===== src/rtl/vga_fb_arbiter.sv =====
// vga_fb_arbiter
// Shares one single-port framebuffer RAM between the display line prefetcher and a
// host write port. When a line is requested, the block reads LW = 2^LB_AW consecutive
// words into the line buffer. Host writes are taken one at a time, but only when no
// fetch is active.
//
// Ports
//   clk_vga, rst                  pixel clock, asynchronous active-high reset
//   line_req, line_num            one-cycle line prefetch request and line index
//   wr_req, wr_addr, wr_data      host write request, held until wr_ack
//   wr_ack                        one-cycle write-done pulse
//   mem_en/we/addr/wdata          registered RAM command
//   mem_rdata                     RAM read data, valid one cycle after a read
//   lb_we, lb_addr, lb_wdata      line-buffer write port
//   busy                          FSM not idle
//   underrun                      sticky: a line request was dropped
//
// state | meaning
// IDLE  | waiting; a line request takes priority over a host write
// FETCH | issuing one RAM read per cycle, words 0..LW-1 of the line
// DRAIN | no RAM access; captures the last read word into the line buffer
// WRITE | single-cycle host write to RAM, wr_ack high

module vga_fb_arbiter #(
    parameter int  DATA_W = 16,
    parameter int  LB_AW  = 6,
    localparam int ADDR_W = 10 + LB_AW
) (
    input  logic              clk_vga,
    input  logic              rst,
    input  logic              line_req,
    input  logic [9:0]        line_num,
    input  logic              wr_req,
    input  logic [ADDR_W-1:0] wr_addr,
    input  logic [DATA_W-1:0] wr_data,
    output logic              wr_ack,
    output logic              mem_en,
    output logic              mem_we,
    output logic [ADDR_W-1:0] mem_addr,
    output logic [DATA_W-1:0] mem_wdata,
    input  logic [DATA_W-1:0] mem_rdata,
    output logic              lb_we,
    output logic [LB_AW-1:0]  lb_addr,
    output logic [DATA_W-1:0] lb_wdata,
    output logic              busy,
    output logic              underrun
);

    typedef enum logic [1:0] {
        IDLE  = 2'd0,
        FETCH = 2'd1,
        DRAIN = 2'd2,
        WRITE = 2'd3
    } state_t;

    state_t            state, state_nx;
    logic [LB_AW-1:0]  wc, wc_nx, wc_inc, lb_addr_nx;
    logic [ADDR_W-1:0] base, base_nx, fetch_base, mem_addr_nx;
    logic [DATA_W-1:0] mem_wdata_nx;
    logic              mem_en_nx, mem_we_nx, wr_ack_nx, lb_we_nx, underrun_nx;
    logic              last_word, rd_issued, fetch_start;

    assign fetch_base = {line_num, {LB_AW{1'b0}}};
    assign wc_inc     = wc + 1'b1;
    assign last_word  = (wc == {LB_AW{1'b1}});
    assign rd_issued  = mem_en & ~mem_we;

    always_ff @(posedge clk_vga or posedge rst) begin
        if (rst) state <= IDLE;
        else     state <= state_nx;
    end

    // A line request that lands in WRITE is taken straight into FETCH at the next
    // edge. That removes the idle gap, and no request has to be parked anywhere.
    always_comb begin
        state_nx = state;
        case (state)
            IDLE:    if (line_req)      state_nx = FETCH;
                     else if (wr_req)   state_nx = WRITE;
            FETCH:   if (last_word)     state_nx = DRAIN;
            DRAIN:                      state_nx = IDLE;
            WRITE:   if (line_req)      state_nx = FETCH;
                     else               state_nx = IDLE;
            default:                    state_nx = IDLE;
        endcase
    end

    // RAM outputs are registered, so this block computes the values for the next
    // cycle from the state transition that is being taken.
    always_comb begin
        fetch_start  = (state_nx == FETCH) && (state != FETCH);
        mem_en_nx    = 1'b0;
        mem_we_nx    = 1'b0;
        wr_ack_nx    = 1'b0;
        mem_addr_nx  = mem_addr;
        mem_wdata_nx = mem_wdata;
        wc_nx        = wc;
        base_nx      = base;
        if (fetch_start) begin
            base_nx     = fetch_base;
            wc_nx       = '0;
            mem_en_nx   = 1'b1;
            mem_addr_nx = fetch_base;
        end else if (state == FETCH && state_nx == FETCH) begin
            wc_nx       = wc_inc;
            mem_en_nx   = 1'b1;
            mem_addr_nx = base + ADDR_W'(wc_inc);
        end else if (state_nx == WRITE) begin
            mem_en_nx    = 1'b1;
            mem_we_nx    = 1'b1;
            mem_addr_nx  = wr_addr;
            mem_wdata_nx = wr_data;
            wr_ack_nx    = 1'b1;
        end
        // wc still holds the index of the read being issued this cycle. That read's
        // data returns next cycle, so the index is captured alongside it.
        lb_we_nx    = rd_issued;
        lb_addr_nx  = rd_issued ? wc : lb_addr;
        underrun_nx = underrun | (line_req & ((state == FETCH) | (state == DRAIN)));
    end

    always_ff @(posedge clk_vga or posedge rst) begin
        if (rst) begin
            wc        <= '0;
            base      <= '0;
            mem_en    <= 1'b0;
            mem_we    <= 1'b0;
            mem_addr  <= '0;
            mem_wdata <= '0;
            wr_ack    <= 1'b0;
            lb_we     <= 1'b0;
            lb_addr   <= '0;
            underrun  <= 1'b0;
        end else begin
            wc        <= wc_nx;
            base      <= base_nx;
            mem_en    <= mem_en_nx;
            mem_we    <= mem_we_nx;
            mem_addr  <= mem_addr_nx;
            mem_wdata <= mem_wdata_nx;
            wr_ack    <= wr_ack_nx;
            lb_we     <= lb_we_nx;
            lb_addr   <= lb_addr_nx;
            underrun  <= underrun_nx;
        end
    end

    // RAM read data arrives in the same cycle as lb_we. It is gated so that the
    // line-buffer data reads as zero whenever no line-buffer write is happening.
    assign lb_wdata = lb_we ? mem_rdata : '0;
    assign busy     = (state != IDLE);

endmodule


===== config.mk =====
export PLATFORM = sky130hd
export DESIGN_NAME = vga_fb_arbiter
export DESIGN_NICKNAME = d
export VERILOG_FILES = /design/src/rtl/vga_fb_arbiter.sv
export SDC_FILE = /design/constraint.sdc
export NUM_CORES = 1
export LEC_CHECK = 0
export BUFFER_PORTS_ARGS = -buffer_cell sky130_fd_sc_hd__buf_4
export CAP_MARGIN = 20
export CORE_MARGIN = 3
export CORE_UTILIZATION = 35
export CTS_CLUSTER_SIZE = 24
export DETAILED_ROUTE_END_ITERATION = 7
export PLACE_DENSITY_LB_ADDON = 0.3
export SYNTH_ARGS = -nofsm -noshare
export SYNTH_HDL_FRONTEND = slang
export SYNTH_SLANG_ARGS = --single-unit

===== constraint.sdc =====
create_clock -name clk_vga -period 3.25 [get_ports clk_vga]
set_input_delay 0.65 -clock clk_vga [delete_from_list [all_inputs] [get_ports clk_vga]]
set_output_delay 0.65 -clock clk_vga [all_outputs]
set_load 0.05 [all_outputs]

======== Word-level counts from Yosys, hierarchy flattened ========
Index checks and enable logic that the tools add are counted.
word-level totals
  register bits ........................... 60
  bits in latches ......................... 0
  memory bits (writable) .................. 0
  ROM bits ................................ 0
  memories kept ........................... 0
operators by class
  add/subtract/negate cells ............... 2
  multipliers ............................. 0
  div/mod/pow operators ................... 0
  $lt $le $gt $ge ......................... 0
  equality and inequality tests ........... 7
  shift-type cells ........................ 0
  multiplexer cells ....................... 16
  bitwise logic cells ..................... 7
  reductions and logical operators ........ 7
operators with widths
  cell                 number
  $mux 16              4
  $add 16x6->16        1
  $mux 6               2
  $pmux 2 s4           1
  $add 6x1->6 const B  1
  $eq 2x2->1 const B   3
  $eq 6x6->1 const B   1
  $mux 1               6
  $mux 2               3
  $eq 2x1->1 const B   2
  $reduce_bool 2->1    2
  $not 1->1            3
  $reduce_and 3->1     1
  $reduce_bool 3->1    1
  $and 1x1->1          2
  $logic_and 1x1->1    2
  $logic_not 2->1      1
  $ne 2x1->1 const B   1
  $or 1x1->1           2

======== Depth between registers and ports, before layout ========
  word-level depth ........................ 7
  mapped depth ............................ 10

======== Worst setup path after synthesis ========
No wires, ideal clock.
  kind .................................... register to register
  start point ............................. register state[1]
  end point ............................... register mem_wdata[0]
  arrival ................................. 1.948 ns
  required time ........................... 3.125 ns
  slack ................................... 1.177 ns
  cell stages (with the launch flop) ...... 10
  buffers on the path ..................... 2
  cell sequence ........................... dfrtp_1 inv_1 ha_1 buf_6 nor2b_4 a22oi_2 or2b_1 o221ai_4 buf_6 mux2_4
between the ends
  word-level cells in the longest chain between the ends .. 7
  elaborated cells between the ends (all ways) .. 16
  those cells by class .................... 6 x eq/ne; 4 x mux; 2 x bitwise; 4 x reduce/logical
RTL lines
  element                               line     source
  from (decl)                           56       state_t state, state_nx;
  from (signal assigned)                70       else state <= state_nx;
  $mux 2                                79       else if (wr_req) state_nx = WRITE;
  $mux 2                                78       IDLE: if (line_req) state_nx = FETCH;
  $pmux 2 s4                            77       case (state)
  $eq 2x1->1                            91, 104
  $logic_and 1x1->1 (on tied branches)  104, 91
  $not 1->1 (no source line)            n/a
  $reduce_and 3->1 (no source line) *   n/a
  to (signal assigned)                  140      mem_wdata <= mem_wdata_nx;
  to (decl)                             40       output logic [DATA_W-1:0] mem_wdata,
Every way passes the cells marked *; elsewhere a longest branch is shown, timed or not.
A chain may end at the register's enable or synchronous reset.

======== Worst setup path in the final report ========
  start point ............................. register state[0]
  end point ............................... register mem_wdata[1]
Same word-level chain as after synthesis.

==> Flow_metrics.wiki <==
{| class="wikitable"
! Metric !! Value
|-
| Worst slew margin relative to its limit || 37.3%
|-
| Highest-count cells in the layout ignoring fill and taps || buf_4, dfrtp_1, mux2_2, o21ai_0, and2_1
|-
| Fin. Hold Viols || 0
|-
| Number of design-rule violations left by the first detailed-router iteration || 148
|-
| Transition time of the tightest slew-check pin || 0.940 ns
|-
| Cell at the root of the clock tree || clkbuf_8
|-
| Leakage || 2.06 nW
|-
| Floorplan row count || 32
|-
| Area enclosed by the die boundary || 0.00960 mm²
|-
| Crit-path max cell delay || 0.47 ns
|-
| Number of global-route vias before repair || 2422
|-
| Setup skew after layout || 0.00946 ns
|-
| Worst hold path startpoint || underrun$_DFF_PP0_
|-
| Maximum level of the CTS H-tree || 3
|-
| Net Count, Synth || 321
|-
| CP max stage cell || dfrtp_1
|-
| Routed length per placed instance || 14.6 µm
|-
| Result of the run || finished, final reports clean
|-
| PortBufs || 121
|-
| Max IR drop VDD || 0.000559 V
|-
| Vertical extent of the die || 98.0 µm
|-
| Number of filler instances in the final layout || 699
|-
| Proportion of synthesized chip area in sequential cells || 50.7%
|-
| Number of synthesis warnings || 0
|-
| I/O Pins || 122
|-
| Critical path, cell by cell || ha_1 > nor2b_4 > a22oi_2 > or2b_1 > o221ai_4 > mux2_4
|-
| Post-synth design cell area || 0.00296 mm²
|-
| Reg clk slew, reported paths || 0.07 ns
|-
| First-pass GRT wire length || 11800 µm
|-
| Critical path required time || 3.47 ns
|-
| R2r setup slk || 0.72 ns
|-
| Top achievable clock speed || 0.395 GHz
|-
| Clock network latency to the later pin of the worst-skew pair || 0.34 ns
|-
| HPWL Detailed || 5440 µm
|-
| Antenna cell count || 0
|-
| Worst path arrival time || 2.75 ns
|-
| Number of instances on the worst hold path || 1
|-
| Proportion of layout cells with a drive suffix above 1 || 48.9%
|-
| Gate count of the mapped netlist || 254
|-
| Class of the tightest hold or removal check || reg2reg
|-
| Area growth from synthesis to layout || 40.4%
|-
| Number of clock sinks || 60
|-
| Mean cell area of the mapped netlist || 11.7 µm²
|-
| Setup fix buffers added after clock tree synthesis || 0
|-
| Count of max-cap constraint violations || 0
|-
| Total negative slack || 0 ns
|-
| Final wirelength || 7030 µm
|-
| Antenna Nets Post-Route || 0
|-
| Worst hold endpoint || underrun$_DFF_PP0_
|-
| Kind of capture point of the worst setup path || flop
|-
| Worst slack after detailed placement || 0.655 ns
|-
| Distinct cells, synth || 36
|-
| DRC || 0
|-
| Crit-path leading delay family || compound AO/OA/AOI/OAI gates
|-
| Die W || 98.0 µm
|-
| Initial standard-cell utilization of the core || 37.2%
|-
| Clock buffer count from CTS || 9
|-
| Largest net degree at the start of global routing || 46
|-
| R2R cell count || 6
|-
| Share of flip-flops with an asynchronous set or reset || 100%
|-
| Total buffers and inverters traversed by the critical path || 0
|-
| Worst setup slack after layout || 0.717 ns
|-
| Maximum fanout along the worst path || 17
|-
| Setup-violating endpoint count in the final report || 0
|-
| Number of optimization iterations in the first detailed-route pass || 4
|-
| Register bit count reported by yosys || 60
|-
| Clock tree from TritonCTS || built
|-
| Final #Nets || 442
|-
| Routability cong. || 0.806
|-
| Most common library cell in the layout ignoring fill and taps || buf_4
|-
| Portion of the clock cycle consumed by the worst path in the final layout || 78.0%
|-
| Launching instance or port of the critical path || state[0]$_DFF_PP0_
|-
| Core area || 0.00797 mm²
|-
| Final critical delay including setup and external delays || 2.53 ns
|-
| Resized Gates After CTS || 0
|-
| Start-to-end type of the worst setup path || reg2reg
|-
| Max-slew violation count || 0
|-
| Worst setup SP type || flop
|-
| Total number of vias || 2326
|-
| Number of antenna violations at the first check in global routing || 0
|-
| Maximum count of clock buffers along a single path || 2
|-
| Total track usage || 15.1%
|-
| Unrepaired setup endpoints after global routing || false
|-
| Power density of the placed cells || 1260 mW/mm²
|-
| Post-synth top flop || dfrtp_1
|-
| Launching point of the worst reg2reg path || state[0]$_DFF_PP0_
|-
| GR Overflow Total || 0
|-
| Post-route standard cell area excluding fillers || 0.00416 mm²
|-
| Number of vias per cell || 4.83
|-
| R2r endpoint || mem_wdata[1]$_DFFE_PP0P_
|-
| Number of buffers added to fix hold violations after cts || 0
|-
| Post-synth EDFFs || 0
|-
| Area post-placement || 0.00393 mm²
|}
worst max path at each step:
stage | cells past startpoint | slack, ns | to
2_1_floorplan | 1 | 1.12 | base[10]$_DFFE_PP0P_
3_3_place_gp | 6 | 0.71 | mem_wdata[1]$_DFFE_PP0P_
3_5_place_dp | 6 | 0.66 | mem_wdata[2]$_DFFE_PP0P_
4_1_cts | 7 | 0.72 | mem_wdata[1]$_DFFE_PP0P_
5_1_grt | 7 | 0.54 | mem_wdata[1]$_DFFE_PP0P_
6_report | 6 | 0.72 | mem_wdata[1]$_DFFE_PP0P_
power breakdown:
part	switching [mW]	total (mW)	internal [mW]
logic	1.98	3.15	1.17
clock network	0.301	0.754	0.452
registers	0.226	1.32	1.09
total	2.51	5.22	2.71
cell families after synthesis:
| logic type | after synthesis | synth area share [%] |
|---|---|---|
| buffers and inverters | 25 | 4.73 |
| muxes | 42 | 17.1 |
| and+or+nand+nor | 75 | 14.1 |
| xor gates and xnor gates | 4 | 1.18 |
| adders and majority gates | 5 | 2.11 |
| AOI/OAI and AO/OA | 43 | 10.1 |
| DFF | 60 | 50.7 |
sequential cells by signal, summed over array words and instances, names as in the netlist:
register / cells
lb_addr: 6
state: 2
mem_addr: 16
mem_we: 1
mem_wdata: 16
mem_en: 1
underrun: 1
wc: 6
base: 10
lb_we: 1
final cells by class:
| type | count | area, µm² | share of cell area [%] |
|---|---|---|---|
| clock buffer | 10 | 138 | 3.31 |
| clock inverter | 6 | 87.6 | 2.11 |
| inverter | 10 | 37.5 | 0.903 |
| multi-input combinational | 169 | 1330 | 31.9 |
| sequential | 60 | 1500 | 36.1 |
| tap | 102 | 128 | 3.07 |
| timing repair buffer | 125 | 938 | 22.6 |
stage by stage:
step / hold slack (ns) / util, % / std cells / power, mW
after floorplan: 0.479 / - / 254 / 3.73
after global placement: 0.442 / 49.3 / 466 / 4.46
after detailed placement: 0.454 / 49.3 / 466 / 4.51
after CTS: 0.472 / 52.2 / 482 / 5.27
after global routing: 0.494 / 52.2 / 482 / 5.56
final: 0.470 / 52.2 / 482 / 5.22
metal layers:
metal / global-route usage (%) / up-vias / wire, µm
met4: 5.64 / 0 / 102
met1: 18.6 / 1101 / 2950
met2: 25.3 / 78 / 3480
li1: - / 1135 / -
met3: 4.14 / 12 / 497
met5: 0 / - / 0
cells in the mapped netlist, types with 2 or more instances:
cell type   n  area (µm²)
buf_6       4        45.0
and2_1     19         119
mux2_2     21         236
inv_1       9        33.8
xnor2_1     3        26.3
nand4_1     5        31.3
nor2_1     11        41.3
mux2i_1     9        90.1
nand2_1    18        67.6
a32o_2      2        22.5
a222oi_1    4        40.0
ha_1        5        62.6
clkbuf_1    6        22.5
a21oi_1     5        25.0
mux2_4     12         180
nand2b_1    2        12.5
dfrtp_1    60        1500
nand3_1    13        65.1
a31oi_1     7        43.8
buf_4       4        30.0
o21ai_0    20         100
Note: power is estimated with default switching activity, not from simulation.
